--- src/rtl/packed_frame_loader.sv ---
// packed_frame_loader
// Collects a serial stream of W-bit elements into a packed ROWS x COLS frame
// and hands the finished frame downstream over a valid/ready handshake.
// A registered random-access port returns frame[rd_row][rd_col] one cycle later.
//
// state | meaning
// ------+---------------------------------------------------------------
// FILL  | accepting elements, row-major, into frame; in_ready high
// HOLD  | frame complete and stable; frame_valid high, waits frame_ready
module packed_frame_loader #(
  parameter  int ROWS = 2,
  parameter  int COLS = 3,
  parameter  int W    = 4,
  localparam int RW   = (ROWS > 1) ? $clog2(ROWS) : 1,
  localparam int CW   = (COLS > 1) ? $clog2(COLS) : 1,
  localparam int NW   = $clog2(ROWS*COLS+1)
) (
  input  logic                               clk,
  input  logic                               rst_n,
  input  logic                               flush,
  input  logic                               in_valid,
  output logic                               in_ready,
  input  logic [W-1:0]                       in_data,
  output logic                               frame_valid,
  input  logic                               frame_ready,
  output logic [ROWS-1:0][COLS-1:0][W-1:0]   frame,
  output logic [NW-1:0]                      elem_count,
  input  logic [RW-1:0]                      rd_row,
  input  logic [CW-1:0]                      rd_col,
  output logic [W-1:0]                       rd_data
);

  typedef enum logic {
    FILL = 1'b0,
    HOLD = 1'b1
  } state_t;

  localparam logic [RW-1:0] ROW_LAST = RW'(ROWS-1);
  localparam logic [CW-1:0] COL_LAST = CW'(COLS-1);

  state_t        state;
  logic [RW-1:0] row;
  logic [CW-1:0] col;
  logic          accept;
  logic          rd_in_range;

  // Handshake flags come straight off the state register, never from inputs.
  assign in_ready    = (state == FILL);
  assign frame_valid = (state == HOLD);
  assign accept      = in_valid && (state == FILL);

  // Index widths may reach past the array bounds (e.g. column 3 of 3).
  assign rd_in_range = (int'(rd_row) < ROWS) && (int'(rd_col) < COLS);

  // Fill/hold sequencing, pointer advance and frame storage; flush wins over all.
  always_ff @(posedge clk or negedge rst_n) begin
    if (!rst_n) begin
      state      <= FILL;
      row        <= '0;
      col        <= '0;
      elem_count <= '0;
      frame      <= '0;
    end else if (flush) begin
      state      <= FILL;
      row        <= '0;
      col        <= '0;
      elem_count <= '0;
      frame      <= '0;
    end else begin
      case (state)
        FILL: begin
          if (accept) begin
            frame[row][col] <= in_data;
            elem_count      <= elem_count + NW'(1);
            if (col == COL_LAST) begin
              col <= '0;
              if (row == ROW_LAST) begin
                row   <= '0;
                state <= HOLD;
              end else begin
                row <= row + RW'(1);
              end
            end else begin
              col <= col + CW'(1);
            end
          end
        end
        HOLD: begin
          // Contents stay in place after handoff; the next fill overwrites them.
          if (frame_ready) begin
            state      <= FILL;
            elem_count <= '0;
          end
        end
        default: state <= FILL;
      endcase
    end
  end

  // Registered element read, zero for out-of-range indices.
  always_ff @(posedge clk or negedge rst_n) begin
    if (!rst_n) begin
      rd_data <= '0;
    end else if (rd_in_range) begin
      rd_data <= frame[rd_row][rd_col];
    end else begin
      rd_data <= '0;
    end
  end

endmodule

--- config.mk ---
export PLATFORM = sky130hd
export DESIGN_NAME = packed_frame_loader
export DESIGN_NICKNAME = d
export VERILOG_FILES = /design/src/rtl/packed_frame_loader.sv
export SDC_FILE = /design/constraint.sdc
export NUM_CORES = 1
export LEC_CHECK = 0
export CAP_MARGIN = 20
export CORE_MARGIN = 2
export CORE_UTILIZATION = 55
export CTS_BUF_LIST = sky130_fd_sc_hd__clkbuf_16
export DETAILED_ROUTE_END_ITERATION = 16
export DONT_BUFFER_PORTS = 1
export PLACE_DENSITY = 0.7
export SYNTH_ARGS = -nofsm -noshare
export SYNTH_HDL_FRONTEND = slang
export SYNTH_SLANG_ARGS = --single-unit
--- constraint.sdc ---
create_clock -name clk -period 1.6 [get_ports clk]
set_input_delay 0.08 -clock clk [delete_from_list [all_inputs] [get_ports clk]]
set_output_delay 0.08 -clock clk [all_outputs]
set_load 0.1 [all_outputs]
# After elaboration in Yosys (flattened, before gate mapping)
# Index checks and enable logic that the tools add are counted.
[totals] register_bits=35 input_bits=12 out_inout_bits=33 word_cells=66
[classes] addsub=3 magnitude_cmp=7 n_eq_ne=4 mux=32 bitwise_logic=1 n_reduce_logical=8
[ops] op="24-bit 2-to-1 mux" n=3
[ops] op="12-bit 2-to-1 mux" n=3
[ops] op="24-bit bitwise mux" n=1
[ops] op="12-bit demux with 1-bit select" n=1
[ops] op="4-bit 2-to-1 mux" n=3
[ops] op="1-bit 2-to-1 mux" n=10
[ops] op="3-bit 2-to-1 mux" n=3
[ops] op="4-bit binary-select mux with 2-bit select" n=1
[ops] op="4-bit demux with 2-bit select" n=1
[ops] op="2-bit 2-to-1 mux" n=4
[ops] op="2-bit by 3-bit less-than comparator with 1-bit output, second input constant" n=2
[ops] op="3-bit one-hot mux with 2 select lines" n=1
[ops] op="1-bit by 2-bit less-than comparator with 1-bit output, second input constant" n=2
[ops] op="2-bit AND reduction" n=2
[ops] op="2-bit nonzero test" n=2
[ops] op="3-bit by 1-bit adder with 3-bit output, second input constant" n=1
[ops] op="1-bit logical AND" n=3
[ops] op="3-bit by 2-bit != test with 1-bit output, second input constant" n=1
[ops] op="3-bit != test, second input constant" n=1
[ops] op="3-bit AND reduction" n=1
[ops] op="2-bit by 1-bit adder with 2-bit output, second input constant" n=1
[ops] op="2-bit equality test, second input constant" n=1
[ops] op="2-bit by 1-bit greater-or-equal comparator with 1-bit output, second input constant" n=1
[ops] op="2-bit less-than comparator, second input constant" n=1
[ops] op="5 further kinds" n=5

# Longest topological paths before layout
# Gate-level depths: netlist of run 1.
[logic_depth] ltp_word=10 ltp_mapped=4 mapped_depth_nobuf=4

# Worst setup path after synthesis of run 1
# No wires, ideal clock.
[synth_path] path_kind="flip-flop to flip-flop" from="register state, in the netlist frame_valid" to="register elem_count[2]" setup_ns=0.180 arrival_ns=2.037 required_ns=1.420 path_slack_ns=-0.617 stages_incl_launch_ff=4 path_buffers=0 synth_period_minus_slack_ns=2.217 cell_sequence="dfrtp_1 > inv_1 > a31oi_1 > a311oi_1"
[synth_between] elab_chain_cells=4 word_cells_on_any_way=7 cone_classes="eq/ne (2); mux (2); bitwise (1); reduce/logical (2)"
[synth_rtl] element="start, declared" line="41" text="state_t state;"
[synth_rtl] element="start signal, assigned" line="58" text="state <= FILL;"
[synth_rtl] element="start signal, assigned" line="64" text="state <= FILL;"
[synth_rtl] element="start signal, assigned" line="79" text="state <= HOLD;"
[synth_rtl] element="1-bit NOT *"
[synth_rtl] element="net in_ready" line="22" text="output logic in_ready,"
[synth_rtl] element="1-bit logical AND" line="50" text="assign accept = in_valid && (state == FILL);"
[synth_rtl] element="3-bit by 2-bit != test with 1-bit output (no line)"
[synth_rtl] element="2-bit AND reduction (no line)"
[synth_rtl] element="end signal, assigned" line="74" text="elem_count <= elem_count + NW'(1);"
[synth_rtl] element="end, declared" line="27" text="output logic [NW-1:0] elem_count,"
# The timed path passes the listed nets; every way through them passes the cells marked *.
# A chain may end at the register's enable or synchronous reset.

# Final worst setup path of run 1
[layout_path] from="register state, in the netlist frame_valid" to="register frame[11] (netlist name)"
[layout_between] elab_chain_cells=4 word_cells_on_any_way=5 cone_classes="eq/ne (1); bitwise (1); reduce/logical (3)"
[layout_rtl] element="1-bit NOT"
[layout_rtl] element="1-bit logical AND" line="50"
[layout_rtl] element="2-bit nonzero test (no line)"
[layout_rtl] element="2-bit AND reduction (no line) *"
[layout_rtl] element="end signal, assigned by index" line="73" text="frame[row][col] <= in_data;"
[layout_rtl] element="end, declared" line="26" text="output logic [ROWS-1:0][COLS-1:0][W-1:0] frame,"
# Mark *: on every way between the ends. The rest lies on a longest branch, timed or not.

==> impl_metrics.csv, run 1 <==
group,metric,value,unit
clock_network,cts_resized,0,
synthesis,synth_compound_area_share,6.61,%
synthesis,synth.largest_area_cell,"dfrtp_1",
route,viasPerCell,5.42,
route,routed_wl,3.92,mm
route,ant_nets,0,
placement,gp_congestion,0.815,
synthesis,synth_area,1740,um2
timing,hold_viol,0,
timing,fin_ws,127,ps
timing,worstMarginPinSlew,928,ps
finish,fin_area,2190,um2
route,vias,1258,
timing,max_clock_freq,679,MHz
finish,fin_nets,200,
min_path,min_path_cells,3,
setup_path,slowest_delay,510,ps
synthesis,synthTopCellsByArea,"dfrtp_1 (50%), mux2i_1 (21%), nand2b_1 (11%), o32a_1 (2.3%), a21oi_1 (1.7%)",
floorplan,initial_core_util,57.5,%
setup_path,critPathLaunchType,"flop",
floorplan,ioPinCount,45,
clock_network,clockBufferDepth,2,
setup_path,crit_slowest_cell,"dfrtp_4",
setup_path,end_kind,"flop",
synthesis,ys.flop_type,"dfrtp_1",
global_routing,grt-ovfl-total,0,
timing,min_period,1470,ps
synthesis,syn_avg_cell_area,11.5,um2
clock_network,htreeDepth,2,
global_routing,antenna_found_initial,0,
synthesis,synth_nets,164,
setup_path,worstPathMaxFanout,7,
placement,placed_cell_area,2020,um2
synthesis,synth_most_common_cell,"mux2i_1",
synthesis,synthAdderAreaFrac,0.718,%
floorplan,dieArea,3630,um2
placement,place_ws,153,ps
setup_path,crit_type,"flop to flop",
synthesis,synth-seq-area-share,50.3,%
synthesis,synth-xor-area-share,0.503,%
clock_network,path_clk_slew,50,ps
timing,timing.hold.ws,16.7,ps
pwr,powerDensity,994,nW/um2
setup_path,worstPathArrival,1620,ps
timing,rsz0062_at_grt,"false",
synthesis,synth.distinct_cells,24,
synthesis,postSynth.asyncResetShare,100,%
finish,layout-drive-gt1-share,23.9,%
finish,diodes,0,
pwr,power.leakage,1.16,nW
floorplan,die_w,60.3,um
setup_path,cp_cell_sequence,"nand2b_4 > or3_1 > mux2i_1",
route,drc,0,
synthesis,yosysWarnings,0,
synthesis,synth_simple_gate_area_share,18.7,%
timing,setup_violations,0,
clock_network,clock_sinks,35,
placement,hpwl,2.59,mm
route,dr.pass1.iters,4,
pwr,p_total,0.00218,W
global_routing,first_global_vias,1271,
timing,final_max_slew_viol_count,0,
floorplan,rows,20,
global_routing,grt_max_degree,36,
timing,fin_skew,4.73,ps
synthesis,synth_top_family_by_area,"multiplexers",
floorplan,placeableCoreArea,3030,um2
synthesis,synth_commonest_cells,"mux2i_1 (36), dfrtp_1 (35), nand2b_1 (32)",
timing,fin_crit_sh,92.1,%
route,drt-wirelength-per-cell,16.9,um
finish,fin_cells,232,
global_routing,grt_pass1_wl,6.38,mm
timing,maxSlewHeadroom,37.9,%
setup_path,worst_ep_required_time,1750,ps
placement,place_inst,221,
synthesis,synthCells,151,
route,drt_iter0_drc,31,
finish,syn_to_final_growth,25.9,%
outcome,status,"finished, final reports clean",
global_routing,grt_usage,25.0,%
synthesis,ys_ff_latch,35,
clock_network,cts_tree,"yes",
floorplan,die_h,60.3,um
clock_network,cts_hold_buf,3,
synthesis,synth.area.mux_share,20.7,%
synthesis,synth_edf_count,0,
clock_network,post_cts_buffers,0,
clock_network,clk_latency,280,ps
placement,portBuffers,0,
min_path,min_path_type,"primary input to flop",
pwr,ir_drop,0.000724,V
setup_path,r2r_cells,3,
clock_network,cts_buffers,5,
clock_network,cts-root-buf,"clkbuf_16",
flow_run,maxCapViolCount,0,
synthesis,synth_top_cell_area_share,50.3,%
==> report_power, final <==
group / switching, W / internal [W]
Combinational: 0.000246 / 0.0000923
Sequential: 0.0000226 / 0.000911
Clock: 0.000348 / 0.000562
==> cells by family after synthesis <==
logic type | count (synthesis)
and+or+nand+nor | 51
muxes | 36
DFF | 35
AOI/OAI and AO/OA | 18
buffers and inverters | 9
xor gates and xnor gates | 1
adders and majority gates | 1
==> cells in the final DEF (no fill, tap or decap), drive strengths merged <==
cell type    synthesis  final
nand2                7      7
dlygate4sd3          0      2
nand3b               1      1
nand2b              33     33
buf                  2     34
clkinv               0      1
nor2                 2      2
and4bb               1      1
ha                   1      1
a31oi                1      1
xor2                 1      1
inv                  2      3
a311oi               1      1
clkinvlp             0      1
nor2b                3      3
dfrtp               35     35
clkbuf               5      5
nand3                1      1
a21oi                6      6
or3                  2      2
mux2i               36     36
o32a                 4      4
o21ai                6      6
nor4                 1      1
==> worst max-delay path, delay by kind of cell (launching register included) <==
kind / cells / cell delay, ps
mux: 1 / 170
flops: 1 / 510
simple gates: 2 / 670
==> layout make-up <==
| class | instances | area, um2 |
|---|---|---|
| clock buffers | 5 | 125 |
| repair buffers | 36 | 288 |
| inverters | 2 | 11.3 |
| flip-flops and latches | 35 | 880 |
| multi-input cells | 107 | 822 |
| well taps | 44 | 55.1 |
| clock inverters | 3 | 12.5 |
| fillers | 228 | 835 |
==> metrics by stage <==
| step | setup TNS [ps] | utilization, % |
|---|---|---|
| after floorplan | -83.0 | - |
| after global placement | 0 | 66.6 |
| after detailed placement | 0 | 66.6 |
| after CTS | 0 | 72.4 |
| after global routing | 0 | 72.4 |
| final | 0 | 72.4 |
==> per-layer routing <==
metal	track usage [%]	up-vias	part of all wire [%]
met2	38.5	34	48
met1	32.8	615	45
met5	0	-	0
met3	5.41	8	4.9
li1	-	601	-
met4	13.3	0	2.0
==> sequential cells by signal, summed over array words and instances, names as in the netlist <==
register,flops
frame,24
col,2
elem_count,3
rd_data,4
row,1
frame_valid,1
==> worst paths after layout <==
kind                               start            end  slack (ps)
setup reg to reg             frame_valid      frame[11]         130
hold / removal               frame_ready  elem_count[0]          20
setup / recovery             frame_valid      frame[11]         130
min in group asynchronous          rst_n      frame[16]         270
hold reg to reg            elem_count[2]  elem_count[2]         490
max in group asynchronous          rst_n    frame_valid        1130
Note: power is estimated with default switching activity, not from simulation.
==> run 2: changes to the inputs <==
--- a/config.mk
+++ b/config.mk
@@ -5,6 +5,7 @@
 export SDC_FILE = /design/constraint.sdc
 export NUM_CORES = 1
 export LEC_CHECK = 0
+export ABC_AREA = 1
 export CAP_MARGIN = 20
 export CORE_MARGIN = 2
 export CORE_UTILIZATION = 55
==> impl_metrics.csv, run 2 <==
group,metric,value,unit
synthesis,synth.largest_area_cell,"dfrtp_1",
min_path,min_path_type,"primary input to flop",
finish,fin_nets,301,
synthesis,ys.flop_type,"dfrtp_1",
timing,tns,0,ps
finish,finish.utilization,75.7,%
global_routing,antenna_found_initial,0,
synthesis,synth_most_common_cell,"nand2_1",
clock_network,htreeDepth,2,
global_routing,grt_usage,28.0,%
pwr,powerDensity,1060,nW/um2
timing,final_max_slew_viol_count,0,
setup_path,crit_slowest_cell,"dfrtp_2",
synthesis,synthTopCellsByArea,"dfrtp_1 (49%), nand2_1 (22%), nand3_1 (11%), inv_1 (6.3%), nor2_1 (2.3%)",
timing,worstMarginPinSlew,540,ps
flow_run,maxCapViolCount,0,
finish,largest_reg_flops,24,
setup_path,worstPathMaxFanout,4,
route,viasPerCell,5.18,
pwr,power.leakage,1.35,nW
clock_network,clockBufferDepth,2,
synthesis,yosysWarnings,0,
floorplan,die_w,60.8,um
finish,layout-drive-gt1-share,18.4,%
floorplan,die_h,60.8,um
placement,portBuffers,0,
floorplan,ioPinCount,45,
route,drt_iter0_drc,136,
route,vias,1720,
synthesis,synth_edf_count,0,
clock_network,cts_tree,"yes",
floorplan,rows,20,
timing,max_clock_freq,839,MHz
setup_path,end_kind,"flop",
synthesis,synth_commonest_cells,"nand2_1 (106), nand3_1 (38), dfrtp_1 (35)",
setup_path,critPathLaunchType,"flop",
floorplan,placeableCoreArea,3050,um2
global_routing,grt_max_degree,36,
clock_network,clk_latency,280,ps
synthesis,synthCells,244,
placement,place_ws,414,ps
finish,largestRegisters,"frame x24, rd_data x4, elem_count x3",
synthesis,postSynth.asyncResetShare,100,%
synthesis,synth_area,1770,um2
route,ant_nets,0,
synthesis,synth_nets,257,
setup_path,cp_cell_sequence,"inv_4 > buf_4 > nor2_1 > o21a_1",
global_routing,first_global_vias,1609,
clock_network,cts-root-buf,"clkbuf_16",
finish,n_fill_cell,258,
clock_network,post_cts_buffers,0,
floorplan,dieArea,3700,um2
finish,largest_register,"frame",
clock_network,cts_buffers,5,
finish,fin_area,2310,um2
route,dr.pass1.iters,5,
timing,fin_crit_sh,74.5,%
timing,fin_ws,408,ps
clock_network,path_clk_slew,50,ps
outcome,status,"finished, final reports clean",
synthesis,synth-seq-area-share,49.4,%
timing,fin_skew,6.52,ps
synthesis,synth_top_cell_area_share,49.4,%
setup_path,slowest_delay,450,ps
synthesis,synth.distinct_cells,19,
timing,setup_violations,0,
timing,hold_viol,0,
global_routing,grt-ovfl-total,0,
clock_network,clock_sinks,35,
placement,hpwl,3.05,mm
placement,placed_cell_area,2070,um2
placement,gp_congestion,0.897,
setup_path,worst_ep_required_time,1760,ps
finish,final_cell_mix,"nand2_1 (106), nand3_1 (38), dfrtp_1 (34), buf_4 (34), inv_1 (31)",
setup_path,crit_type,"flop to flop",
setup_path,path_buf_inv,2,
finish,final_common_cell,"nand2_1",
clock_network,cts_resized,0,
timing,maxSlewHeadroom,63.9,%
synthesis,syn_avg_cell_area,7.27,um2
timing,rsz0062_at_grt,"false",
finish,diodes,0,
route,drc,0,
setup_path,worstPathArrival,1360,ps
pwr,ir_drop,0.000792,V
floorplan,initial_core_util,58.1,%
route,drt-wirelength-per-cell,13.7,um
timing,min_period,1190,ps
finish,syn_to_final_growth,30.2,%
global_routing,grt_pass1_wl,7.40,mm
setup_path,crit_family,"flip-flops",
synthesis,ys_ff_latch,35,
route,routed_wl,4.54,mm
## run 2: cell types whose count changed after synthesis, sizes merged, moves of 3 or more
cell / delta
o32a: -4
mux2i: -36
nand3: +39
nor2: +11
clkbuf: -3
a21oi: -6
nor2b: -3
inv: +31
nand2b: -33
o21ai: -4
nand2: +103
## run 2: report_power, final
part / total [W] / internal (W) / leakage, nW / switching (W)
Clock: 0.00107 / 0.000719 / 0.0811 / 0.000346
Sequential: 0.000942 / 0.000917 / 0.479 / 0.0000245
Combinational: 0.000433 / 0.0000944 / 0.786 / 0.000339
## run 2: path summary, 6_finish.rpt
kind                              from            end  slack (ps)  depth (start not counted)
min                          rd_col[0]     rd_data[1]          30                          4
min in group asynchronous        rst_n  elem_count[0]         250                          2
max reg2reg                frame_valid    frame_valid         410                          4
max in group asynchronous        rst_n    frame_valid        1150                          2
min reg2reg                  frame[19]      frame[19]         510                          2
max                        frame_valid    frame_valid         410                          4
## run 2: routing by layer
metal  up-vias  GRT usage (%)  part of all wire, %
met5         -              0                    0
met4         0           11.5                  2.2
met3        12           5.54                  7.9
met2        88           43.2                   48
met1       785           38.9                   42
li1        835              -                    -
## run 2: stage by stage
| stage | instances | power, W | hold WS (ps) |
|---|---|---|---|
| floorplan | 244 | 0.00127 | -216 |
| global placement | 318 | 0.00135 | -215 |
| detailed placement | 318 | 0.00135 | -215 |
| CTS | 332 | 0.00245 | 29.3 |
| global route | 332 | 0.00251 | 37.7 |
| finish | 332 | 0.00244 | 29.9 |
## run 2: final cells by class
cell class / instances / area (um2) / share of cell area (%)
tap: 44 / 55.1 / 2.38
multi-input combinational: 170 / 749 / 32.4
clock inverter: 2 / 33.8 / 1.46
clock buffer: 5 / 125 / 5.42
sequential: 35 / 877 / 38.0
inverter: 35 / 134 / 5.80
timing repair buffer: 41 / 335 / 14.5
## run 2: timing repair
| action | in CTS | in global routing |
|---|---|---|
| hold endpoints to repair | 43 | 0 |
| setup endpoints to repair | 0 | 0 |
| hold buffers | 7 | 0 |
## run 2: logic make-up after synthesis
family	synth area share (%)
buf+inv	8.39
xor+xnor	0.494
fa+ha+maj	0.705
simple gates	39.3
compound gates	1.76
flops	49.4
## run 2: worst reg2reg max path, stage by stage, from the launching register on
cell and delay [ps]:
dfrtp_2 450, inv_4 90, buf_4 290, nor2_1 70, o21a_1 180
==> run 3: changes to the inputs <==
==> constraint.sdc (replaced) <==
create_clock -name clk -period 1.1 [get_ports clk]
set_input_delay 0.055 -clock clk [delete_from_list [all_inputs] [get_ports clk]]
set_output_delay 0.055 -clock clk [all_outputs]
set_load 0.1 [all_outputs]
==> impl_metrics.csv, run 3 (synthesis results as in run 2) <==
group,metric,value,unit
outcome,status,"finished, violations left",
outcome,violations,"negative setup slack",
clock_network,clk_latency,280,ps
clock_network,cts-root-buf,"clkbuf_16",
setup_path,worstPathArrival,1490,ps
timing,min_period,1290,ps
timing,fin_skew,5.37,ps
placement,gp_congestion,0.891,
setup_path,crit_type,"flop to flop",
global_routing,grt_max_degree,36,
global_routing,first_global_vias,1776,
timing,setup_violations,32,
floorplan,initial_core_util,58.1,%
timing,final_max_slew_viol_count,0,
global_routing,grt_pass1_wl,8.02,mm
setup_path,r2r_slack,-190,ps
route,m1WireLength,2.03,mm
finish,n_fill_cell,180,
placement,portBuffers,0,
finish,largest_reg_flops,24,
finish,final_cell_mix,"nand2_1 (92), buf_4 (39), nand3_1 (28), dfrtp_2 (28), inv_1 (24)",
setup_path,crit_slowest_cell,"dfrtp_4",
finish,multi_input_area,947,um2
timing,fin_ws,-189,ps
pwr,power.leakage,1.38,nW
global_routing,grt-ovfl-total,0,
flow_run,maxCapViolCount,0,
timing,max_clock_freq,776,MHz
route,routed.top_layer,"met4",
setup_path,worst_ep_required_time,1300,ps
min_path,min_path_type,"primary input to flop",
finish,diodes,0,
route,drt_iter0_drc,160,
route,viasPerCell,5.51,
setup_path,cpMostUsedCell,"nand2_1",
setup_path,slowest_delay,550,ps
clock_network,htreeDepth,2,
timing,rsz0062_at_grt,"true",
route,vias,1879,
finish,layout.area.seq,915,um2
floorplan,die_w,60.8,um
clock_network,path_clk_slew,50,ps
placement,hpwl,3.48,mm
clock_network,cts_tree,"yes",
setup_path,critPathLaunchType,"flop",
finish,final_common_cell,"nand2_1",
route,dr.pass1.iters,5,
timing,hold_viol,0,
finish,largest_register,"frame",
route,dr_wl_met3,450,um
timing,worstMarginPinSlew,544,ps
setup_path,cp_cell_sequence,"nor2_4 > buf_4 > nand2_4 > inv_2 > nand2_1 > nand2_1",
setup_path,worstPathMaxFanout,5,
global_routing,grt_usage,30.2,%
clock_network,clockBufferDepth,2,
timing,fin_crit_sh,117,%
route,ant_nets,0,
route,drt-wirelength-per-cell,16.2,um
clock_network,clock_sinks,35,
finish,fin_nets,309,
floorplan,dieArea,3700,um2
global_routing,antenna_found_initial,0,
pwr,ir_drop,0.00115,V
placement,place_ws,-52.1,ps
finish,largestRegisters,"frame x24, rd_data x4, elem_count x3",
floorplan,ioPinCount,45,
floorplan,die_h,60.8,um
floorplan,rows,20,
pwr,p_total,0.00345,W
finish,syn_to_final_growth,48.0,%
timing,maxSlewHeadroom,63.6,%
clock_network,cts_buffers,5,
floorplan,placeableCoreArea,3050,um2
route,drc,0,
pwr,powerDensity,1310,nW/um2
timing,timing.hold.ws,5.00,ps
setup_path,end_kind,"flop",
route,routed_wl,5.53,mm
route,met2_length,2.87,mm
finish,layout-drive-gt1-share,43.8,%
run 3: cell count changes in the layout (fill, tap and decap cells not counted), moves of 8 or more:
| cell | previous run | this run |
|---|---|---|
| dfrtp_1 | 34 | 6 |
| nand2_2 | 3 | 11 |
| dfrtp_2 | 1 | 28 |
| nand3_1 | 38 | 28 |
| nand3_2 | 2 | 11 |
| nand2_1 | 106 | 92 |
run 3: layout make-up:
type                    instances  area share (%)
clock inverters                 3           0.572
flip-flops and latches         35            34.8
multi-input cells             170            36.1
clock buffers                   5            4.77
repair buffers                 49            15.8
well taps                      44            2.10
inverters                      35            5.86
run 3: routing by layer:
metal / track usage [%] / vias up
li1: - / 848
met1: 35.7 / 901
met2: 50.4 / 107
met3: 9.59 / 23
met4: 13.4 / 0
met5: 0 / -
run 3: worst paths after layout:
check,depth (start not counted),start,end
max in group asynchronous,2,rst_n,frame_valid
min reg2reg,2,frame[18],frame[18]
max reg2reg,6,frame_valid,frame[11]
min in group asynchronous,2,rst_n,elem_count[0]
max,6,frame_valid,frame[11]
min,4,rd_row,rd_data[1]
run 3: where the power goes:
group	internal, W	switching [W]	leakage [nW]
combinational	0.000183	0.000553	0.873
sequential	0.00134	0.0000430	0.434
clock	0.000825	0.000507	0.0733
total	0.00235	0.00110	1.38
run 3: through the flow:
step | instance area (um2) | utilization [%] | instances | TNS [ps]
after floorplan | 1870 | - | 244 | -4150
after global placement | 2180 | 71.5 | 320 | -36.4
after detailed placement | 2180 | 71.5 | 320 | -370
after CTS | 2490 | 81.5 | 337 | -906
after global routing | 2630 | 86.0 | 341 | -3240
final | 2630 | 86.0 | 341 | -1970
run 3: critical path, delay by kind of cell, from the launching register on:
family	cells	cell delay [ps]
simple gates	4	430
flops	1	550
buf+inv	2	240
run 3: what timing repair did:
action | 4_1_cts | 5_1_grt
endpoints found under the setup margin | 26 | 33
hold buffers | 7 | 1
cloned | 0 | 0
resized for setup | 18 | 29
setup buffers | 2 | 3
hold endpoints to repair | 43 | 1
pin swaps | 10 | 12
